<file path="src/rtl/ifetch_unit.sv">
// Instruction fetch unit: drives imem address, buffers fetched words with PC, hands them to decode.
// Define IFETCH_PERF_EN to build the fetch/stall performance counters; otherwise they read as 0.
module ifetch_unit #(
  parameter logic [31:0] RESET_PC = 32'h0000_0000,
  parameter int unsigned DEPTH    = 2
) (
  input  logic        clk,
  input  logic        rst,
  input  logic        fetch_en,
  output logic [31:0] addr,
  input  logic [31:0] data,
  input  logic        redirect_valid,
  input  logic [31:0] redirect_pc,
  output logic        inst_valid,
  input  logic        inst_ready,
  output logic [31:0] inst,
  output logic [31:0] inst_pc,
  output logic [31:0] fetch_cnt,
  output logic [31:0] stall_cnt
);
  localparam int unsigned PW = (DEPTH > 1) ? $clog2(DEPTH) : 1;
  localparam logic [PW:0] FULL_CNT = (PW+1)'(DEPTH);

  typedef enum logic [1:0] {IDLE, RUN, HALT} state_t;

  state_t        state, state_next;
  logic [31:0]   fetch_pc;
  logic [31:0]   buf_inst [DEPTH];
  logic [31:0]   buf_pc   [DEPTH];
  logic [PW-1:0] rd_ptr, wr_ptr;
  logic [PW:0]   count;
  logic          full, pop, push, flush;

  assign full       = (count == FULL_CNT);
  assign inst_valid = (count != '0);
  assign inst       = buf_inst[rd_ptr];
  assign inst_pc    = buf_pc[rd_ptr];
  assign addr       = fetch_pc;

  always_comb begin
    state_next = state;
    case (state)
      IDLE:    if (fetch_en)  state_next = RUN;
      RUN:     if (!fetch_en) state_next = HALT;
      HALT:    if (fetch_en)  state_next = RUN;
      default: state_next = IDLE;
    endcase
    pop   = inst_valid && inst_ready;
    flush = redirect_valid && (state != IDLE);
    // a pop frees the tail slot in the same cycle, so a full buffer can still accept
    push  = (state == RUN) && !redirect_valid && (!full || pop);
  end

  always_ff @(posedge clk) begin
    if (rst) begin
      state    <= IDLE;
      fetch_pc <= RESET_PC;
      rd_ptr   <= '0;
      wr_ptr   <= '0;
      count    <= '0;
      for (int unsigned i = 0; i < DEPTH; i++) begin
        buf_inst[i] <= '0;
        buf_pc[i]   <= '0;
      end
    end else begin
      state <= state_next;
      if (redirect_valid) begin
        fetch_pc <= redirect_pc & ~32'h3;
        if (flush) begin
          rd_ptr <= '0;
          wr_ptr <= '0;
          count  <= '0;
        end
      end else begin
        if (push) begin
          buf_inst[wr_ptr] <= data;
          buf_pc[wr_ptr]   <= fetch_pc;
          wr_ptr           <= wr_ptr + 1'b1;
          fetch_pc         <= fetch_pc + 32'd4;
        end
        if (pop) rd_ptr <= rd_ptr + 1'b1;
        if (push && !pop)      count <= count + 1'b1;
        else if (pop && !push) count <= count - 1'b1;
      end
    end
  end

`ifdef IFETCH_PERF_EN
  logic [31:0] fetch_q, stall_q;

  always_ff @(posedge clk) begin
    if (rst) begin
      fetch_q <= '0;
      stall_q <= '0;
    end else begin
      if (push) fetch_q <= fetch_q + 32'd1;
      if ((state == RUN) && full && !pop) stall_q <= stall_q + 32'd1;
    end
  end

  assign fetch_cnt = fetch_q;
  assign stall_cnt = stall_q;
`else
  assign fetch_cnt = '0;
  assign stall_cnt = '0;
`endif

endmodule

</file>
<file path="config.mk">
export PLATFORM = sky130hd
export DESIGN_NAME = ifetch_unit
export DESIGN_NICKNAME = d
export VERILOG_FILES = /design/src/rtl/ifetch_unit.sv
export SDC_FILE = /design/constraint.sdc
export NUM_CORES = 1
export LEC_CHECK = 0
export BUFFER_PORTS_ARGS = -buffer_cell sky130_fd_sc_hd__buf_2
export CAP_MARGIN = 20
export CORE_MARGIN = 2
export CORE_UTILIZATION = 40
export CTS_BUF_LIST = sky130_fd_sc_hd__clkbuf_8
export DETAILED_ROUTE_END_ITERATION = 10
export PLACE_DENSITY = 0.65
export SYNTH_ARGS = -nofsm -noshare
export SYNTH_HDL_FRONTEND = slang
export SYNTH_SLANG_ARGS = --single-unit
</file>
<file path="constraint.sdc">
create_clock -name clk -period 3.7 [get_ports clk]
set_clock_uncertainty 0.2 [all_clocks]
set_input_delay 0.37 -clock clk [delete_from_list [all_inputs] [get_ports clk]]
set_output_delay 0.37 -clock clk [all_outputs]
set_load 0.03 [all_outputs]
</file>
==> impl_metrics.env, run 1 <==
export IMPL_grt_pass1_vias=5077
export IMPL_wirelength_microns=17500
export IMPL_cp_buffers_inverters=1
export IMPL_firstDrtPassIters=4
export IMPL_ys_ff_latch=161
export IMPL_dp_cells=1038
export IMPL_p_leak_nw=4.00
export IMPL_fillCellCount=1751
export IMPL_clock_latency_ps=460
export IMPL_p_per_area_nw_per_um2=425
export IMPL_fin_crit_ps=2620
export IMPL_cts_made_buffers=17
export IMPL_area_delta_synth_final_pct=23.5
export IMPL_dieArea_sq_um=20700
export IMPL_tns_ps=0
export IMPL_postCtsSetupBuffers=0
export IMPL_core_area_sq_um=19300
export IMPL_synth_top_area_cell="edfxtp_1"
export IMPL_p_int_mw=3.00
export IMPL_vias=5242
export IMPL_path_clk_slew_ps=90
export IMPL_htree_levels=4
export IMPL_timing_hold_ws_ps=59.9
export IMPL_cts_resized=0
export IMPL_seqPwrFrac=0.509
export IMPL_cp_data_required_time_ps=3640
export IMPL_grt_max_degree=63
export IMPL_clkPwrFrac=0.359
export IMPL_syn_cell_area_sq_um=7820
export IMPL_gp_congestion=0.780
export IMPL_synth_cells=647
export IMPL_hold_buffers=60
export IMPL_critical_path_cell_chain="and2b_1, nand2_1, or3_1, nor2_4, or2_4, buf_12"
export IMPL_synth_area_top_cells="edfxtp_1 48%, and2_1 10%, dfxtp_1 9.5%"
export IMPL_rsz0062_at_grt="no"
export IMPL_cpPeakStageDelay_ps=480
export IMPL_synth_edff_count=124
export IMPL_dp_slack_ps=1010
export IMPL_root_buffer="clkbuf_8"
export IMPL_setup_ws_ps=1080
export IMPL_hpwl_microns=10500
export IMPL_std_cell_rows=51
export IMPL_ys_top_cells_by_count="129 x and2_1, 124 x edfxtp_1, 69 x buf_4, 62 x mux2_2, 37 x dfxtp_1"
export IMPL_min_from="redirect_pc[6]"
export IMPL_synth_most_common_cell="and2_1"
export IMPL_worst_ep_arrival_time_ps=2560
export IMPL_cts_tree="yes"
export IMPL_cp_start_kind="flop"
export IMPL_avgSynthCellArea_sq_um=12.1
export IMPL_ys_types=44
export IMPL_drive_gt1_frac=0.306
export IMPL_synth_top_area_share=0.476
export IMPL_drc_errors=0
export IMPL_ant_nets=0
export IMPL_grt_overflow_total=0
export IMPL_finalSetupViolations=0
export IMPL_routedWlPerCell_microns=15.5
export IMPL_finalCoreUtilization=0.499
export IMPL_vdd_ir_drop_max_v=0.000246
export IMPL_tightest_slew_ps=901
export IMPL_ios=230
export IMPL_start_util=0.404
export IMPL_status="finished clean"
export IMPL_port_buffers=159
export IMPL_p_comb_frac=0.133
export IMPL_p_sw_frac=0.268
export IMPL_drv_slew=0
export IMPL_track_usage=0.169
export IMPL_antenna_found_initial=0
export IMPL_nNetsFinal=922
export IMPL_timing_rr_start="state[0]$_SDFFE_PP0P_"
export IMPL_ys_flop_type="edfxtp_1"
export IMPL_seq_area_frac_synth=0.571
export IMPL_die_h_microns=144
export IMPL_synth_async_sr_flop_share=0
export IMPL_p_switching_mw=1.10
export IMPL_fmax_mhz=382
export IMPL_startpoint="state[0]$_SDFFE_PP0P_"
export IMPL_vias_per_cell=4.64
export IMPL_yosys_warnings=0
export IMPL_finalCritPeriodShare=0.708
export IMPL_final_cells=1129
export IMPL_path_class="flop to flop"
export IMPL_first_iter_violations=231
export IMPL_antenna_cells=0
export IMPL_crit_path_max_fanout=42
export IMPL_cp_slowest_cell="dfxtp_1"
export IMPL_maxCapViolCount=0
export IMPL_die_w_microns=144
export IMPL_cts_buffer_depth=2
export IMPL_crit_path_end_kind="flop"
export IMPL_cts_sinks=161
export IMPL_hp_class="primary input to flop"
export IMPL_hold_violations=0
export IMPL_crit_family="simple AND/OR/NAND/NOR gates"
export IMPL_grt_pass1_wl_microns=26400
export IMPL_relSlewSlack=0.399
==> worst reg2reg max path: cells and delay by family, from the launching register on <==
kind	cells	cell delay (ps)
AND/OR/NAND/NOR	5	1300
flip-flops	1	480
buffers and inverters	1	310
==> per-layer routing <==
layer / part of all wire / track usage / vias up / routed length [microns]
li1: - / - / 2548 / -
met1: 0.45 / 0.208 / 2512 / 7840
met2: 0.49 / 0.288 / 159 / 8530
met3: 0.047 / 0.0397 / 23 / 824
met4: 0.019 / 0.0614 / 0 / 327
met5: 0 / 0 / - / 0
==> final cells by class <==
type                       instances  area (sq um)  share of cell area
sequential                       161          4470               0.463
inverter                           3          11.3             0.00117
clock buffer                      17           234              0.0242
multi-input combinational        446          2940               0.305
clock inverter                    14           214              0.0222
timing repair buffer             223          1450               0.150
tap                              265           332              0.0343
==> stage by stage <==
stage | instance area, sq um | power, mW
floorplan | 8070 | 2.53
global placement | 8600 | 2.62
detailed placement | 8600 | 2.62
CTS | 9650 | 4.14
global route | 9650 | 4.25
finish | 9650 | 4.10
==> path summary, 6_finish.rpt <==
check             slack, ps  cells after the start                     endpoint
setup reg to reg       1080                      6  buf_pc[0][13]$_SDFFCE_PN0P_
setup / recovery       1080                      6  buf_pc[0][13]$_SDFFCE_PN0P_
hold / removal           60                      3         addr[6]$_SDFFE_PP0P_
hold reg to reg         310                      2                         flop
==> cells by family after synthesis <==
logic type	Yosys count	synth area share
flip-flops	161	0.571
XOR/XNOR	27	0.0303
other	1	0.000480
AO/OA/AOI/OAI	49	0.0419
buffers and inverters	107	0.0871
AND/OR/NAND/NOR	239	0.178
multiplexers	62	0.0893
adder cells (fa/ha/maj)	1	0.00160
==> state kept, by name, indices dropped and copies added, names as in the netlist, named ones only <==
register / cells
wr_ptr: 1
count: 2
rd_ptr: 1
buf_pc: 60
state: 2
buf_inst: 64
addr: 30
==> cells in the final DEF, fill, tap and decap left out, types with 3 or more instances in the layout <==
cell           netlist  layout
bufinv_16            0       5
dfxtp_1             37      36
xor2_1              21      21
dlygate4sd3_1        0      60
or3_1                3       3
and3_1               8       8
edfxtp_1           124     124
nand4_1             12      12
conb_1               1      68
nor2_1              31      31
clkinv_4             0       4
nand2_1             20      20
a21oi_1             13      13
nor3_1               3       3
and2_1             129     129
inv_1                3       3
a211oi_1            23      23
buf_2               16     159
clkbuf_8             0      17
nand3_1             10      10
a311oi_1             4       4
mux2_2              62      62
xnor2_1              6       6
o21ai_0              5       5
and4_1               4       4
==> power groups by stage <==
stage / clock network (mW) / registers, mW / logic [mW]
2_1_floorplan: 0 / 2.15 / 0.376
3_3_place_gp: 0 / 2.13 / 0.494
3_5_place_dp: 0 / 2.13 / 0.495
4_1_cts: 1.50 / 2.09 / 0.547
5_1_grt: 1.57 / 2.10 / 0.583
6_report: 1.47 / 2.09 / 0.544
No activity file was read; power rests on OpenSTA's default activity.
==> inputs of run 2 (changes only) <==
- ABC_AREA: unset -> 1
- PLACE_DENSITY: 0.65 -> 0.67
- clock period: 3.7 -> 2.2 ns (I/O delays scaled with it)
==> run 2 against run 1 <==
Effect of this change:
- sequential cell count is the same
- worst setup slack worse by 990 ps
- synthesized cell count grew 30%
- combinational power up 99%
- cell count grew 20%
- utilization rose by 0.84 points
- wire length rose by 13%
==> impl_metrics.env, run 2 <==
export IMPL_cts_tree="yes"
export IMPL_synth_async_sr_flop_share=0
export IMPL_maxCapViolCount=0
export IMPL_crit_path_max_fanout=31
export IMPL_firstDrtPassIters=5
export IMPL_dp_slack_ps=168
export IMPL_avgSynthCellArea_sq_um=9.65
export IMPL_vias_per_cell=4.64
export IMPL_grt_pass1_wl_microns=30100
export IMPL_antenna_cells=0
export IMPL_p_per_area_nw_per_um2=651
export IMPL_antenna_found_initial=0
export IMPL_worst_ep_arrival_time_ps=1690
export IMPL_ys_flop_type="edfxtp_1"
export IMPL_die_w_microns=147
export IMPL_first_iter_violations=395
export IMPL_grt_overflow_total=0
export IMPL_vdd_ir_drop_max_v=0.000302
export IMPL_tns_ps=0
export IMPL_fin_total_pwr_mw=6.64
export IMPL_final_cells=1358
export IMPL_wirelength_microns=19800
export IMPL_crit_path_end_kind="output port"
export IMPL_ys_ff_latch=161
export IMPL_hpwl_microns=13100
export IMPL_synth_simple_area_share=0.188
export IMPL_postCtsSetupBuffers=0
export IMPL_path_class="flop to output port"
export IMPL_std_cell_rows=52
export IMPL_gp_congestion=0.885
export IMPL_finalSetupViolations=0
export IMPL_regMostFlops="buf_inst"
export IMPL_hold_violations=0
export IMPL_yosys_warnings=0
export IMPL_ys_top_cells_by_count="152 x nor2_1, 126 x nand2_1, 124 x edfxtp_1, 86 x inv_1, 69 x buf_4"
export IMPL_drc_errors=0
export IMPL_area_delta_synth_final_pct=25.3
export IMPL_dieArea_sq_um=21500
export IMPL_port_buffers=159
export IMPL_final_common_cell="buf_2"
export IMPL_clock_latency_ps=450
export IMPL_htree_levels=4
export IMPL_synth_compound_area_frac=0.0453
export IMPL_r2r_slack_ps=120
export IMPL_core_area_sq_um=20100
export IMPL_status="finished clean"
export IMPL_fin_crit_ps=2110
export IMPL_seq_area_frac_synth=0.548
export IMPL_cts_buffer_depth=2
export IMPL_mostFrequentLayoutCells="159 x buf_2, 152 x nor2_1, 124 x nand2_1, 124 x edfxtp_1, 87 x inv_1"
export IMPL_path_clk_slew_ps=90
export IMPL_cts_sinks=161
export IMPL_grt_max_degree=63
export IMPL_nNetsFinal=1146
export IMPL_hp_class="primary input to flop"
export IMPL_cts_made_buffers=17
export IMPL_rsz0062_at_grt="no"
export IMPL_synthAdderAreaFrac=0.00154
export IMPL_synth_area_top_cells="edfxtp_1 46%, dfxtp_1 9.1%, mux2_2 8.6%"
export IMPL_drv_slew=0
export IMPL_final_cell_area_sq_um=10200
export IMPL_largest_reg_flops=64
export IMPL_cp_data_required_time_ps=1780
export IMPL_synth_mux_area_frac=0.0857
export IMPL_synth_top_family_by_area="simple AND/OR/NAND/NOR gates"
export IMPL_synth_edff_count=124
export IMPL_fmax_mhz=474
export IMPL_root_buffer="clkbuf_8"
export IMPL_track_usage=0.180
export IMPL_synth_cells=844
export IMPL_dp_cells=1259
export IMPL_place_area_sq_um=9120
export IMPL_ant_nets=0
export IMPL_synthXorXnorAreaFrac=0.00538
export IMPL_grt_pass1_vias=5957
export IMPL_fillCellCount=1849
export IMPL_ios=230
export IMPL_setup_ws_ps=89.8
export IMPL_routedWlPerCell_microns=14.6
export IMPL_ys_types=36
export IMPL_p_leak_nw=4.51
export IMPL_finalCritPeriodShare=0.959
export IMPL_synth_top_area_share=0.457
export IMPL_syn_cell_area_sq_um=8150
export IMPL_synth_top_area_cell="edfxtp_1"
export IMPL_synth_most_common_cell="nor2_1"
export IMPL_die_h_microns=147
export IMPL_cp_start_kind="flop"
export IMPL_drive_gt1_frac=0.285
export IMPL_start_util=0.405
export IMPL_vias=6297
[run 2: stage by stage]
stage               hold WS, ps   util
floorplan                  97.0      -
global placement            222  0.454
detailed placement          226  0.454
CTS                        42.7  0.506
global route               69.3  0.508
finish                     71.6  0.508
[run 2: critical path: stages, from the launching register on]
cell and delay, ps:
dfxtp_4 410, clkbuf_16 250, mux2_2 380, buf_2 180
[run 2: area by class of cell]
type / instances / area [sq um] / share of cell area
clock inverters: 14 / 140 / 0.0137
multi-input cells: 556 / 2920 / 0.287
clock buffers: 17 / 234 / 0.0229
well taps: 270 / 338 / 0.0331
flip-flops and latches: 161 / 4470 / 0.438
inverters: 94 / 353 / 0.0346
repair buffers: 246 / 1750 / 0.171
[run 2: what timing repair did]
item,in CTS,in global routing
hold buffers,67,0
setup endpoints to repair,0,44
resized for setup,0,4
hold endpoints to repair,99,0
[run 2: layer usage]
| metal | up-vias | track usage | share of wire |
|---|---|---|---|
| met3 | 17 | 0.0444 | 0.068 |
| met5 | - | 0 | 0 |
| met1 | 2960 | 0.230 | 0.43 |
| met2 | 238 | 0.305 | 0.49 |
| met4 | 0 | 0.0519 | 0.013 |
| li1 | 3082 | - | - |
[run 2: cells by family after synthesis]
kind of cell,count (synthesis)
AOI/OAI and AO/OA,68
xor gates and xnor gates,5
adders and majority gates,1
buffers and inverters,194
DFF,161
muxes,62
other,1
and+or+nand+nor,352
[run 2: where the power goes]
part	internal (mW)	switching, mW
clock network	0.993	1.09
registers	3.40	0.0804
logic	0.355	0.728
[run 2: final timing paths]
kind,start,to,cells past startpoint
worst max-delay path,flop,inst_pc[6],3
worst min-delay path,redirect_valid,wr_ptr$_SDFFE_PP0P_,4
worst max register to register,addr[4]$_SDFFE_PP0P_,addr[9]$_SDFFE_PP0P_,8
worst min register to register,count[1]$_SDFFE_PP0P_,count[1]$_SDFFE_PP0P_,2
==> inputs of run 3 (changes only) <==
--- a/config.mk
+++ b/config.mk
@@ -10,7 +10,9 @@
 export CAP_MARGIN = 20
+export CELL_PAD_IN_SITES_DETAIL_PLACEMENT = 1
+export CELL_PAD_IN_SITES_GLOBAL_PLACEMENT = 1
 export CORE_MARGIN = 2
-export CORE_UTILIZATION = 40
+export CORE_UTILIZATION = 37
 export CTS_BUF_LIST = sky130_fd_sc_hd__clkbuf_8
 export DETAILED_ROUTE_END_ITERATION = 10
-export PLACE_DENSITY = 0.67
+export PLACE_DENSITY = 0.8
 export SYNTH_ARGS = -nofsm -noshare
==> constraint.sdc (replaced) <==
create_clock -name clk -period 2.2 [get_ports clk]
set_clock_uncertainty 0.2 [all_clocks]
set_input_delay 0.11 -clock clk [delete_from_list [all_inputs] [get_ports clk]]
set_output_delay 0.11 -clock clk [all_outputs]
set_load 0.03 [all_outputs]
==> run 3 against run 2 <==
Effect of this change:
- maximum frequency is 3.4% higher
- clock-buffer cell count unchanged
- worst hold slack improved by 90 ps
- register-to-register slack improved by 110 ps
- clock power up 11%
- first-iteration DRC count fell by 26%
- critical endpoint is now inst[31]
- highest routed layer unchanged
==> impl_metrics.env, run 3 (synthesis results as in run 2) <==
export IMPL_status="finished clean"
export IMPL_final_common_cell="buf_2"
export IMPL_first_iter_violations=291
export IMPL_crit_path_max_fanout=62
export IMPL_maxCapViolCount=0
export IMPL_firstDrtPassIters=6
export IMPL_regArea_sq_um=4470
export IMPL_cts_made_buffers=17
export IMPL_path_clk_slew_ps=100
export IMPL_hold_buffers=66
export IMPL_root_buffer="clkbuf_8"
export IMPL_cp_num_cells=3
export IMPL_cts_tree="yes"
export IMPL_vdd_ir_drop_max_v=0.000384
export IMPL_worst_ep_arrival_time_ps=1730
export IMPL_die_w_microns=152
export IMPL_grt_overflow_total=0
export IMPL_fin_crit_ps=2040
export IMPL_clock_latency_ps=450
export IMPL_largest_reg_flops=64
export IMPL_hold_depth=3
export IMPL_grt_pass1_wl_microns=35200
export IMPL_wirelength_microns=22200
export IMPL_cp_data_required_time_ps=1890
export IMPL_cts_resized=0
export IMPL_crit_path_end_kind="output port"
export IMPL_drv_slew=0
export IMPL_hp_class="primary input to flop"
export IMPL_reg2reg_depth=8
export IMPL_vias=6333
export IMPL_area_delta_synth_final_pct=24.8
export IMPL_std_cell_rows=54
export IMPL_dieArea_sq_um=23200
export IMPL_cpPeakStageDelay_ps=400
export IMPL_cts_sinks=161
export IMPL_gp_congestion=0.845
export IMPL_dp_slack_ps=227
export IMPL_postCtsSetupBuffers=0
export IMPL_track_usage=0.193
export IMPL_p_leak_nw=4.49
export IMPL_vias_per_cell=4.64
export IMPL_cp_buffers_inverters=2
export IMPL_cp_start_kind="flop"
export IMPL_multi_input_area_sq_um=2920
export IMPL_cts_buffer_depth=2
export IMPL_start_util=0.376
export IMPL_nNetsFinal=1140
export IMPL_port_buffers=159
export IMPL_grt_max_degree=63
export IMPL_regMostFlops="buf_inst"
export IMPL_ant_nets=0
export IMPL_tns_ps=0
export IMPL_fin_total_pwr_mw=6.88
export IMPL_fmax_mhz=490
export IMPL_finalSetupViolations=0
export IMPL_critical_path_cell_chain="buf_12, mux2_2, buf_2"
export IMPL_p_per_area_nw_per_um2=676
export IMPL_grt_pass1_vias=6692
export IMPL_drc_errors=0
export IMPL_htree_levels=4
export IMPL_rsz0062_at_grt="no"
export IMPL_crit_family="buffers and inverters"
export IMPL_fillCellCount=2530
export IMPL_setup_ws_ps=159
export IMPL_path_class="flop to output port"
export IMPL_ios=230
export IMPL_die_h_microns=152
export IMPL_mostFrequentLayoutCells="159 x buf_2, 152 x nor2_1, 124 x nand2_1, 124 x edfxtp_1, 87 x inv_1"
export IMPL_cp_slowest_cell="mux2_2"
export IMPL_routedWlPerCell_microns=16.3
export IMPL_hold_violations=0
export IMPL_timing_hold_ws_ps=161
export IMPL_antenna_found_initial=1
export IMPL_drive_gt1_frac=0.283
export IMPL_hpwl_microns=15000
export IMPL_core_area_sq_um=21700
export IMPL_finalCritPeriodShare=0.928
[run 3: where the power goes]
| part | switching (mW) | leakage, nW | internal [mW] | total [mW] |
|---|---|---|---|---|
| clock | 1.17 | 0.208 | 1.14 | 2.31 |
| combinational | 0.744 | 2.69 | 0.340 | 1.08 |
| sequential | 0.0828 | 1.59 | 3.40 | 3.48 |
[run 3: worst paths after layout]
| check | from | to | slack, ps |
|---|---|---|---|
| hold / removal | fetch_en | state[1]$_SDFFE_PP0P_ | 160 |
| hold reg to reg | count[1]$_SDFFE_PP0P_ | count[1]$_SDFFE_PP0P_ | 320 |
| setup reg to reg | state[1]$_SDFFE_PP0P_ | buf_pc[0][30]$_SDFFCE_PN0P_ | 230 |
| setup / recovery | flop | inst[31] | 160 |
[run 3: worst register-to-register path: stages, from the launching register on]
cell and delay [ps]:
dfxtp_1 340, inv_1 60, nand2_1 70, nor2_4 110, nand2_4 130, nor2_4 150, nand2_2 110, nand2_4 240
buf_12 250
[run 3: layout make-up]
class	instances	share of cell area
flip-flops and latches	161	0.439
multi-input cells	556	0.288
repair buffers	240	0.163
inverters	94	0.0347
well taps	280	0.0345
clock buffers	17	0.0230
clock inverters	15	0.0178
diodes	1	0.000246
[run 3: metal layers]
metal  GRT usage  wire length [microns]
met1       0.240                   9610
met2       0.346                  11400
met3      0.0367                    947
met4      0.0441                    193
met5           0                      0
[run 3: per-stage QoR]
stage,util,cell area (sq um),cells
3_5_place_dp,0.419,9090,1265
3_3_place_gp,0.419,9090,1265
5_1_grt,0.469,10200,1364
4_1_cts,0.469,10200,1363
2_1_floorplan,-,8410,911
6_report,0.469,10200,1364
